--- config.mk ---
export PLATFORM = sky130hd
export DESIGN_NAME = acc_bank
export DESIGN_NICKNAME = d
export VERILOG_FILES = /design/src/rtl/acc_pkg.sv /design/src/rtl/acc_alu_lite.sv /design/src/rtl/acc_bank.sv
export SDC_FILE = /design/constraint.sdc
export NUM_CORES = 1
export LEC_CHECK = 0
export ABC_CLOCK_PERIOD_IN_PS = 3200
export CAP_MARGIN = 10
export CORE_AREA = 2 2 133 135
export CTS_CLUSTER_SIZE = 16
export DETAILED_ROUTE_END_ITERATION = 10
export DIE_AREA = 0 0 135 137
export GPL_ROUTABILITY_DRIVEN = 0
export GPL_TIMING_DRIVEN = 0
export PLACE_DENSITY_LB_ADDON = 0.1
export SYNTH_ARGS = -nofsm -noshare
export SYNTH_HDL_FRONTEND = slang
export SYNTH_HIERARCHICAL = 1
export SYNTH_SLANG_ARGS = --single-unit
export TNS_END_PERCENT = 10
--- constraint.sdc ---
create_clock -name clk -period 3.2 [get_ports clk]
set_input_delay 0.32 -clock clk [delete_from_list [all_inputs] [get_ports clk]]
set_output_delay 0.32 -clock clk [all_outputs]
set_load 0.01 [all_outputs]
--- src/rtl/acc_pkg.sv ---
// Shared opcode, FSM-state and flag-position constants for the accumulator bank.
package acc_pkg;

  localparam logic [3:0] OP_NOP       = 4'd0;
  localparam logic [3:0] OP_LATCH_REG = 4'd1;
  localparam logic [3:0] OP_LATCH_IMM = 4'd2;
  localparam logic [3:0] OP_LOAD_OPND = 4'd3;
  localparam logic [3:0] OP_LOAD_ALU  = 4'd4;
  localparam logic [3:0] OP_CLR       = 4'd5;
  localparam logic [3:0] OP_SHL       = 4'd6;
  localparam logic [3:0] OP_SHR       = 4'd7;
  localparam logic [3:0] OP_INC       = 4'd8;
  localparam logic [3:0] OP_DEC       = 4'd9;

  localparam logic [0:0] ST_IDLE     = 1'b0;
  localparam logic [0:0] ST_WAIT_ALU = 1'b1;

  localparam int FLAG_Z = 0;
  localparam int FLAG_N = 1;
  localparam int FLAG_C = 2;

  // Opcodes that target an accumulator (and therefore need a valid cmd_idx).
  function automatic logic op_writes_acc(input logic [3:0] op);
    return (op >= OP_LOAD_OPND) && (op <= OP_DEC);
  endfunction

  function automatic logic op_illegal(input logic [3:0] op);
    return op > OP_DEC;
  endfunction

endpackage

--- src/rtl/acc_alu_lite.sv ---
// Per-accumulator next-value logic for the single-cycle opcodes.
module acc_alu_lite
  import acc_pkg::*;
#(
  parameter int WIDTH = 8
) (
  input  logic [3:0]       op,
  input  logic [WIDTH-1:0] old,
  input  logic [WIDTH-1:0] opnd,
  output logic [WIDTH-1:0] result,
  output logic             carry,
  output logic             we
);

  always_comb begin
    result = old;
    carry  = 1'b0;
    we     = 1'b0;
    case (op)
      OP_LOAD_OPND: begin result = opnd;       we = 1'b1; end
      OP_CLR:       begin result = '0;         we = 1'b1; end
      OP_SHL:       begin result = old << 1;   carry = old[WIDTH-1]; we = 1'b1; end
      OP_SHR:       begin result = old >> 1;   carry = old[0];       we = 1'b1; end
      OP_INC: begin
        {carry, result} = {1'b0, old} + (WIDTH+1)'(1);
        we = 1'b1;
      end
      OP_DEC: begin
        result = old - WIDTH'(1);
        carry  = (old == '0);
        we     = 1'b1;
      end
      default: ;
    endcase
  end

endmodule

--- src/rtl/acc_bank.sv ---
// Bank of ACC_COUNT accumulators plus operand latch, driven by a valid/ready
// command port, with an ALU write-back that waits (bounded) for alu_valid.
module acc_bank
  import acc_pkg::*;
#(
  parameter int WIDTH       = 8,
  parameter int ACC_COUNT   = 4,
  parameter int IMM_W       = 4,
  parameter int ALU_TIMEOUT = 16,
  parameter int IDX_W       = (ACC_COUNT > 1) ? $clog2(ACC_COUNT) : 1
) (
  input  logic             clk,
  input  logic             clb,
  input  logic             cmd_valid,
  output logic             cmd_ready,
  input  logic [3:0]       cmd_op,
  input  logic [IDX_W-1:0] cmd_idx,
  input  logic [IDX_W-1:0] rd_idx,
  input  logic [WIDTH-1:0] reg_in,
  input  logic [IMM_W-1:0] imm,
  input  logic [WIDTH-1:0] alu_out,
  input  logic             alu_carry,
  input  logic             alu_valid,
  output logic [WIDTH-1:0] address1,
  output logic [WIDTH-1:0] address2,
  output logic [WIDTH-1:0] accout,
  output logic             flag_z,
  output logic             flag_n,
  output logic             flag_c,
  output logic             busy,
  output logic             err_illegal,
  output logic             err_timeout
);

  localparam int                 CNT_W    = (ALU_TIMEOUT > 1) ? $clog2(ALU_TIMEOUT) : 1;
  localparam logic [CNT_W-1:0]   CNT_LAST = CNT_W'(ALU_TIMEOUT - 1);
  localparam logic [IDX_W:0]     ACC_LIM  = (IDX_W+1)'(ACC_COUNT);

  logic [ACC_COUNT-1:0][WIDTH-1:0] acc;
  logic [WIDTH-1:0]                opnd;
  logic [2:0]                      flags;
  logic [0:0]                      state, state_n;
  logic [CNT_W-1:0]                cnt, cnt_n;
  logic [IDX_W-1:0]                wait_idx, wait_idx_n;
  logic [WIDTH-1:0]                opnd_n;

  logic [ACC_COUNT-1:0][WIDTH-1:0] lane_res;
  logic [ACC_COUNT-1:0]            lane_c, lane_we;

  logic [WIDTH-1:0] rd_val, sel_res;
  logic             sel_c, sel_we;
  logic             accept, cmd_idx_ok;
  logic             wr_en, wr_c, set_ill, set_to;
  logic [IDX_W-1:0] wr_idx;
  logic [WIDTH-1:0] wr_data;

  genvar g;
  generate
    for (g = 0; g < ACC_COUNT; g++) begin : g_lane
      acc_alu_lite #(.WIDTH(WIDTH)) u_lane (
        .op     (cmd_op),
        .old    (acc[g]),
        .opnd   (opnd),
        .result (lane_res[g]),
        .carry  (lane_c[g]),
        .we     (lane_we[g])
      );
    end
  endgenerate

  // Out-of-range indices match no lane, so reads fall through to zero.
  always_comb begin
    rd_val  = '0;
    sel_res = '0;
    sel_c   = 1'b0;
    sel_we  = 1'b0;
    for (int i = 0; i < ACC_COUNT; i++) begin
      if (rd_idx == IDX_W'(i)) rd_val = acc[i];
      if (cmd_idx == IDX_W'(i)) begin
        sel_res = lane_res[i];
        sel_c   = lane_c[i];
        sel_we  = lane_we[i];
      end
    end
  end

  assign accept     = cmd_valid & cmd_ready;
  assign cmd_idx_ok = {1'b0, cmd_idx} < ACC_LIM;

  always_comb begin
    state_n    = state;
    cnt_n      = cnt;
    wait_idx_n = wait_idx;
    opnd_n     = opnd;
    wr_en      = 1'b0;
    wr_idx     = cmd_idx;
    wr_data    = sel_res;
    wr_c       = flags[FLAG_C];
    set_ill    = 1'b0;
    set_to     = 1'b0;
    case (state)
      ST_IDLE: begin
        if (accept) begin
          if (op_illegal(cmd_op)) begin
            set_ill = 1'b1;
          end else if (cmd_op == OP_LATCH_REG) begin
            opnd_n = reg_in;
          end else if (cmd_op == OP_LATCH_IMM) begin
            opnd_n = WIDTH'(imm);
          end else if (op_writes_acc(cmd_op)) begin
            // A bad target drops the command; LOAD_ALU then never enters the wait.
            if (!cmd_idx_ok) begin
              set_ill = 1'b1;
            end else if (cmd_op == OP_LOAD_ALU) begin
              state_n    = ST_WAIT_ALU;
              wait_idx_n = cmd_idx;
              cnt_n      = '0;
            end else begin
              wr_en = sel_we;
              wr_c  = (cmd_op == OP_LOAD_OPND) ? flags[FLAG_C] : sel_c;
            end
          end
        end
      end
      ST_WAIT_ALU: begin
        // alu_valid takes priority so a result on the last allowed cycle lands.
        if (alu_valid) begin
          wr_en   = 1'b1;
          wr_idx  = wait_idx;
          wr_data = alu_out;
          wr_c    = alu_carry;
          state_n = ST_IDLE;
        end else if (ALU_TIMEOUT != 0 && cnt == CNT_LAST) begin
          set_to  = 1'b1;
          state_n = ST_IDLE;
        end else begin
          cnt_n = cnt + 1'b1;
        end
      end
      default: state_n = ST_IDLE;
    endcase
  end

  always_ff @(posedge clk) begin
    if (clb) begin
      acc         <= '0;
      opnd        <= '0;
      flags       <= '0;
      state       <= ST_IDLE;
      cnt         <= '0;
      wait_idx    <= '0;
      err_illegal <= 1'b0;
      err_timeout <= 1'b0;
    end else begin
      state       <= state_n;
      cnt         <= cnt_n;
      wait_idx    <= wait_idx_n;
      opnd        <= opnd_n;
      err_illegal <= err_illegal | set_ill;
      err_timeout <= err_timeout | set_to;
      if (wr_en) begin
        for (int i = 0; i < ACC_COUNT; i++)
          if (wr_idx == IDX_W'(i)) acc[i] <= wr_data;
        flags[FLAG_Z] <= (wr_data == '0);
        flags[FLAG_N] <= wr_data[WIDTH-1];
        flags[FLAG_C] <= wr_c;
      end
    end
  end

  assign cmd_ready = (state == ST_IDLE);
  assign busy      = (state == ST_WAIT_ALU);
  assign address1  = opnd;
  assign address2  = rd_val;
  assign accout    = rd_val;
  assign flag_z    = flags[FLAG_Z];
  assign flag_n    = flags[FLAG_N];
  assign flag_c    = flags[FLAG_C];

endmodule

=== Yosys cells after proc, flatten, opt, wreduce, memory -nomap -nowiden ===
Cells that the tools add are included.

* Memories kept: 0
* Bits in latches: 0
* Register bits after elaboration: 52
* Logic and storage cells: 152
* Output and inout port bits: 31
* ROM bits: 0
* Input port bits: 33
* Bits in writable memories: 0

* Multipliers: 0
* Reduce and logical (&&, ||, !) cells: 19
* Mux-type cells: 72
* $add $sub $neg: 9
* Div/mod/pow operators: 0
* $lt $le $gt $ge: 3
* Shift operators: 0
* Eq/ne operators: 30
* Bitwise logic cells: 7

{| class="wikitable"
|+ Operator list
! operator !! number
|-
| case mux 8 bit (6 select lines) || 4
|-
| two-way mux 8 bit || 12
|-
| logical NOT 8 bit || 5
|-
| two-way mux 1 bit || 38
|-
| adder 8 x 1 -> 9 bit (second input constant) || 4
|-
| two-way mux 4 bit || 8
|-
| subtractor 8 x 1 -> 8 bit (second input constant) || 4
|-
| equality test 4 x 3 -> 1 bit (second input constant) || 4
|-
| inequality test 2 bit (second input constant) || 8
|-
| case mux 1 bit (4 select lines) || 4
|-
| equality test 2 bit (second input constant) || 6
|-
| equality test 4 bit (second input constant) || 3
|-
| AND reduction 9 bit || 1
|-
| equality test 4 x 2 -> 1 bit (second input constant) || 2
|-
| case mux 4 bit (2 select lines) || 1
|-
| AND reduction 2 bit || 4
|-
| AND reduction 8 bit || 1
|-
| AND reduction 7 bit || 1
|-
| equality test 2 x 1 -> 1 bit (second input constant) || 3
|-
| logical NOT 2 bit || 3
|-
| inequality test 2 x 1 -> 1 bit (second input constant) || 3
|-
| case mux 1 bit (2 select lines) || 3
|-
| OR reduction 6 bit || 1
|-
| adder 4 x 1 -> 4 bit (second input constant) || 1
|-
| 11 further kinds || 16
|}

=== Depth between registers and ports, before layout ===
* Depth in word-level cells: 15
* Mapped depth: 11
* Gate-level depth less buffers: 11

=== Modules after synthesis ===
Netlist, hierarchy kept.

{| class="wikitable"
|+ By module, submodules not included
! module !! cells an instance !! area an instance (sq um) !! instances !! seq. area each (sq um)
|-
| acc_bank || 273 || 2881.5 || 1 || 1041.0
|-
| acc_alu_lite at g_lane[0].u_lane ... || 119 || 770.7 || 2 || 0.0
|-
| acc_alu_lite at g_lane[3].u_lane || 120 || 757.0 || 1 || 0.0
|-
| acc_alu_lite at g_lane[1].u_lane || 115 || 733.2 || 1 || 0.0
|}

=== Worst setup path after synthesis ===
No wires, ideal clock.

* Path type: register to register
* Start: reg acc[24] (netlist bit)
* End: reg flags[0]
* Setup time: 0.060 ns
* Data arrival time: 2.602 ns
* Required time: 3.140 ns
* Setup slack: 0.539 ns
* Period minus slack after synthesis: 2.661 ns
* Stages on the path, launching flop included: 12
* Cell sequence: dfxtp_1 inv_1 ha_1 or4b_4 a21boi_0 o21ai_1 a221oi_1 o211ai_1 mux4_2 or4_1 o21ai_1 a31o_1

{| class="wikitable"
|+ RTL lines
! item !! RTL line !! source
|-
| from (decl) || acc_bank.sv:39 || <nowiki>logic [ACC_COUNT-1:0][WIDTH-1:0] acc;</nowiki>
|-
| from (signal, indexed assignment) || acc_bank.sv:163 || <nowiki>if (wr_idx == IDX_W'(i)) acc[i] <= wr_data;</nowiki>
|-
| to (signal, indexed assignment) || acc_bank.sv:164 || <nowiki>flags[FLAG_Z] <= (wr_data == '0);</nowiki>
|-
| to (signal, indexed assignment) || acc_bank.sv:165 || <nowiki>flags[FLAG_N] <= wr_data[WIDTH-1];</nowiki>
|-
| to (signal, indexed assignment) || acc_bank.sv:166 || <nowiki>flags[FLAG_C] <= wr_c;</nowiki>
|-
| to (decl) || acc_bank.sv:41 || <nowiki>logic [2:0] flags;</nowiki>
|}

=== Worst setup path after layout ===
* Start: in cmd_op[1]
* End: reg flags[0]

* Longest elaborated chain between the ends: 14

{| class="wikitable"
|+ Ends and longest elaborated chain
! item !! RTL line !! source
|-
| from (decl) || acc_bank.sv:16 || <nowiki>input logic [3:0] cmd_op,</nowiki>
|-
| equality test 4 x 2 -> 1 bit (tied with other cells) || acc_alu_lite.sv:19 || <nowiki>case (op)</nowiki>
|-
| OR reduction 6 bit (no source line) * || -- ||
|-
| two-way mux 1 bit * || acc_alu_lite.sv:19 ||
|-
| net lane_we[3] || acc_bank.sv:48 || <nowiki>logic [ACC_COUNT-1:0] lane_c, lane_we;</nowiki>
|-
| two-way mux 1 bit (3 in series) || acc_bank.sv:79 || <nowiki>if (cmd_idx == IDX_W'(i)) begin</nowiki>
|-
| two-way mux 1 bit * || acc_bank.sv:79 ||
|-
| two-way mux 1 bit * || acc_bank.sv:114 || <nowiki>end else if (cmd_op == OP_LOAD_ALU) begin</nowiki>
|-
| two-way mux 1 bit * || acc_bank.sv:110 || <nowiki>end else if (op_writes_acc(cmd_op)) begin</nowiki>
|-
| two-way mux 1 bit * || acc_bank.sv:108 || <nowiki>end else if (cmd_op == OP_LATCH_IMM) begin</nowiki>
|-
| two-way mux 1 bit * || acc_bank.sv:106 || <nowiki>end else if (cmd_op == OP_LATCH_REG) begin</nowiki>
|-
| two-way mux 1 bit * || acc_bank.sv:104 || <nowiki>if (op_illegal(cmd_op)) begin</nowiki>
|-
| two-way mux 1 bit * || acc_bank.sv:103 || <nowiki>if (accept) begin</nowiki>
|-
| case mux 1 bit (2 select lines) * || acc_bank.sv:101 || <nowiki>case (state)</nowiki>
|}

Mark *: on every way through the listed nets, which the timed path passes. The rest lies on a longest branch.
A chain may end at the register's enable or synchronous reset.

==> results.md <==
* RSZ-0062 raised after global routing: false
* Max Fclk at 324 MHz
* Initial antenna violation count at 1
* Clock transition at path regs at 70 ps
* Synth Register Bits at 52
* Count leader, synth: a211oi_1
* Syn Area/Cell at 7.93 um2
* Drt initial violations at 595
* Hold path cells at 4
* Top cells by count, synth: 76 x a211oi_1, 61 x nand2_1, 53 x nor2_1
* H-tree depth at 2
* Nets@finish at 860
* Final ANT Viol Nets at 0
* Fraction of registers with async set/reset at 0%
* Final-report max-slew violation count at 0
* Hold_buf cts at 0
* Port Buffer Count at 60
* # setup viols final at 0
* MaxCap Viol Count at 0
* Leakage at 2.47 nW
* Largest net degree at the start of global routing at 22
* Synth top area cells: dfxtp_1 18%, a211oi_1 9.6%, mux4_2 6.9%, mux2i_1 4.7%, a21oi_1 4.2%
* GRT overflow at 0
* Commonest register cell after synthesis: dfxtp_1
* Dominant cell type by area after synthesis: dfxtp_1
* Setup_tns at 0 ps
* HPWL Detailed at 17300 um
* Worst Hold Path EP: wait_idx[0]$_SDFFE_PP0P_
* Worst reg2reg path depth at 10
* Initial core utilization at 34.7%
* Register area at 1050 um2
* Global-route wire length before repair at 35700 um
* DRC at 0
* Post-synthesis sequential area ratio at 17.6%
* Wirelength per Cell at 22.4 um
* Multi-input combinational cell area at 4320 um2
* Clock buffer depth at 2
* Netlist cell types at 84
* Crit path capture type: flop
* Worst slew pin tran at 1140 ps
* Worst Skew at 4.67 ps
* Die Height at 137 um
* Minimum clock period at 3080 ps
* Post-synth EDFFs at 0
* Post-synth top area share at 17.6%
* Critical path's slowest cell: mux4_2
* Number of CTS-inserted buffers at 5
* Total Power at 1.85 mW
* CTS sink cnt at 52
* Req. time, crit path at 3440 ps
* Kind of critical path: input port to flop
* Post-Synthesis Net Count at 788
* Post-synthesis cell count at 746
* Fill cell count at 1725
* Reg2Reg Capture Point: flags[0]$_SDFFE_PP0P_
* Slew headroom at 24.1%
* Vias in the first global route at 6045
* Power Dens Cells at 262 nW/um2
* Maximum vdd drop at 0.265 mV
* Worst path top cell family by delay: buffers and inverters
* Worst r2r src: acc[8]$_SDFFE_PP0P_
* Routed vias/inst at 6.26
* Diode count at 0
* CP arrival at 3320 ps
* Core area at 17100 um2
* R2R Setup Slk at 130 ps
* Type of origin of the critical path: input port
* Syn-to-layout area delta at 19.5%
* Hold path startpoint: cmd_idx[0]
* Cell Chain, Critical Path: buf_2 -> buf_16 -> buf_6 -> nor3b_2 -> a21oi_2 -> inv_2 -> o21ai_1 -> a221o_1 -> mux4_2 -> mux2i_4 -> and4b_1 -> a31o_1
* Worst-Skew Late Latency at 290 ps
* Total GRT Usage at 24.9%
* Critical path buffer and inverter count at 4
* Initial DRT Pass Iterations at 5
* Row count at 48
* Critical path's largest stage delay at 510 ps
* Die W at 135 um
* Fin crit share at 96.3%
* Hold Path Class: input port to flop
* Die area at 18500 um2
* Synthesized area at 5910 um2
* Drt total wl at 23400 um
* CTS tree: built
* YS warnings at 6
* Worst-path fanout max at 15
* Root buf cell: clkbuf_16
* DR vias at 6532
* Status: complete, no violations
* Hold Vio Cnt, Final at 0
* Layout cells sized above 1 at 16.6%
* Ports at 64
==> report_power, final <==
| group | switching [mW] | total [mW] | internal, mW |
|---|---|---|---|
| Sequential | 0.0309 | 0.691 | 0.660 |
| Combinational | 0.348 | 0.602 | 0.254 |
| Clock | 0.247 | 0.557 | 0.309 |
| Total | 0.626 | 1.85 | 1.22 |
==> cell families (layout without fill, tap and decap cells) <==
family / Yosys count / in the layout / share of synthesized area [%]
buffers and inverters: 101 / 174 / 10.3
AND/OR/NAND/NOR: 243 / 243 / 22.8
multiplexers: 53 / 53 / 12.9
AO/OA/AOI/OAI: 275 / 275 / 32.5
XOR/XNOR: 9 / 9 / 1.33
flip-flops: 52 / 52 / 17.6
adder cells (fa/ha/maj): 13 / 13 / 2.58
==> layout make-up <==
class / count / area share [%]
repair buffers: 65 / 9.19
plain buffers: 69 / 6.99
clock buffers: 6 / 1.97
multi-input cells: 593 / 61.2
inverters: 32 / 1.70
flip-flops and latches: 52 / 14.9
well taps: 225 / 3.98
clock inverters: 2 / 0.142
==> metrics by stage <==
step,hold WS [ps],utilization [%],setup WS [ps],instance area [um2],std cells
2_1_floorplan,467,-,539,5910,746
3_3_place_gp,464,39.8,-1510,6800,1031
3_5_place_dp,466,40.0,-1420,6820,1032
4_1_cts,486,41.1,0.381,7010,1041
5_1_grt,511,41.4,1.03,7070,1044
6_report,489,41.4,118,7070,1044
==> flip-flops by register name, indices dropped and copies added, names as in the netlist <==
signal,flops
cnt,4
address1,8
err_timeout,1
wait_idx,2
busy,1
flags,3
err_illegal,1
acc,32
==> worst min-delay path, stage by stage <==
cell and delay, ps:
buf_6 120, buf_6 160, nand3_1 70, a21oi_1 60
==> per-layer routing <==
layer,track usage [%],wire length [um],vias up
met4,8.16,718,2
met5,0,15,-
met1,34.9,10400,3132
met3,4.30,1840,50
met2,38.8,10400,327
li1,-,-,3021
==> layout by cell type (no fill, tap or decap), drive strengths merged, types with 12 or more instances in the layout <==
cell type / netlist / routed
nand2: 62 / 62
inv: 32 / 32
nand3: 18 / 18
mux2i: 28 / 28
nor3: 14 / 14
buf: 42 / 48
nor3b: 12 / 12
clkbuf: 27 / 36
a21oi: 52 / 52
dfxtp: 52 / 52
o21ai: 49 / 49
a211oi: 76 / 76
or3: 13 / 13
clkdlybuf4s50: 0 / 56
mux4: 18 / 18
nor2: 53 / 53
==> how the worst max path moves through the flow <==
| stage | start | end | cells past startpoint |
|---|---|---|---|
| 2_1_floorplan | acc[24]$_SDFFE_PP0P_ | flags[0]$_SDFFE_PP0P_ | 11 |
| 3_3_place_gp | cmd_op[1] | flags[0]$_SDFFE_PP0P_ | 11 |
| 3_5_place_dp | cmd_op[2] | flags[0]$_SDFFE_PP0P_ | 12 |
| 4_1_cts | acc[25]$_SDFFE_PP0P_ | flags[0]$_SDFFE_PP0P_ | 11 |
| 5_1_grt | acc[8]$_SDFFE_PP0P_ | flags[0]$_SDFFE_PP0P_ | 10 |
| 6_report | cmd_op[1] | flags[0]$_SDFFE_PP0P_ | 12 |
==> what timing repair did <==
action | 4_1_cts | 5_1_grt
resized for setup | 31 | 14
pin swaps | 1 | 0
setup endpoints to repair | 35 | 10
setup buffers | 1 | 3
No activity file was read; power rests on OpenSTA's default activity.
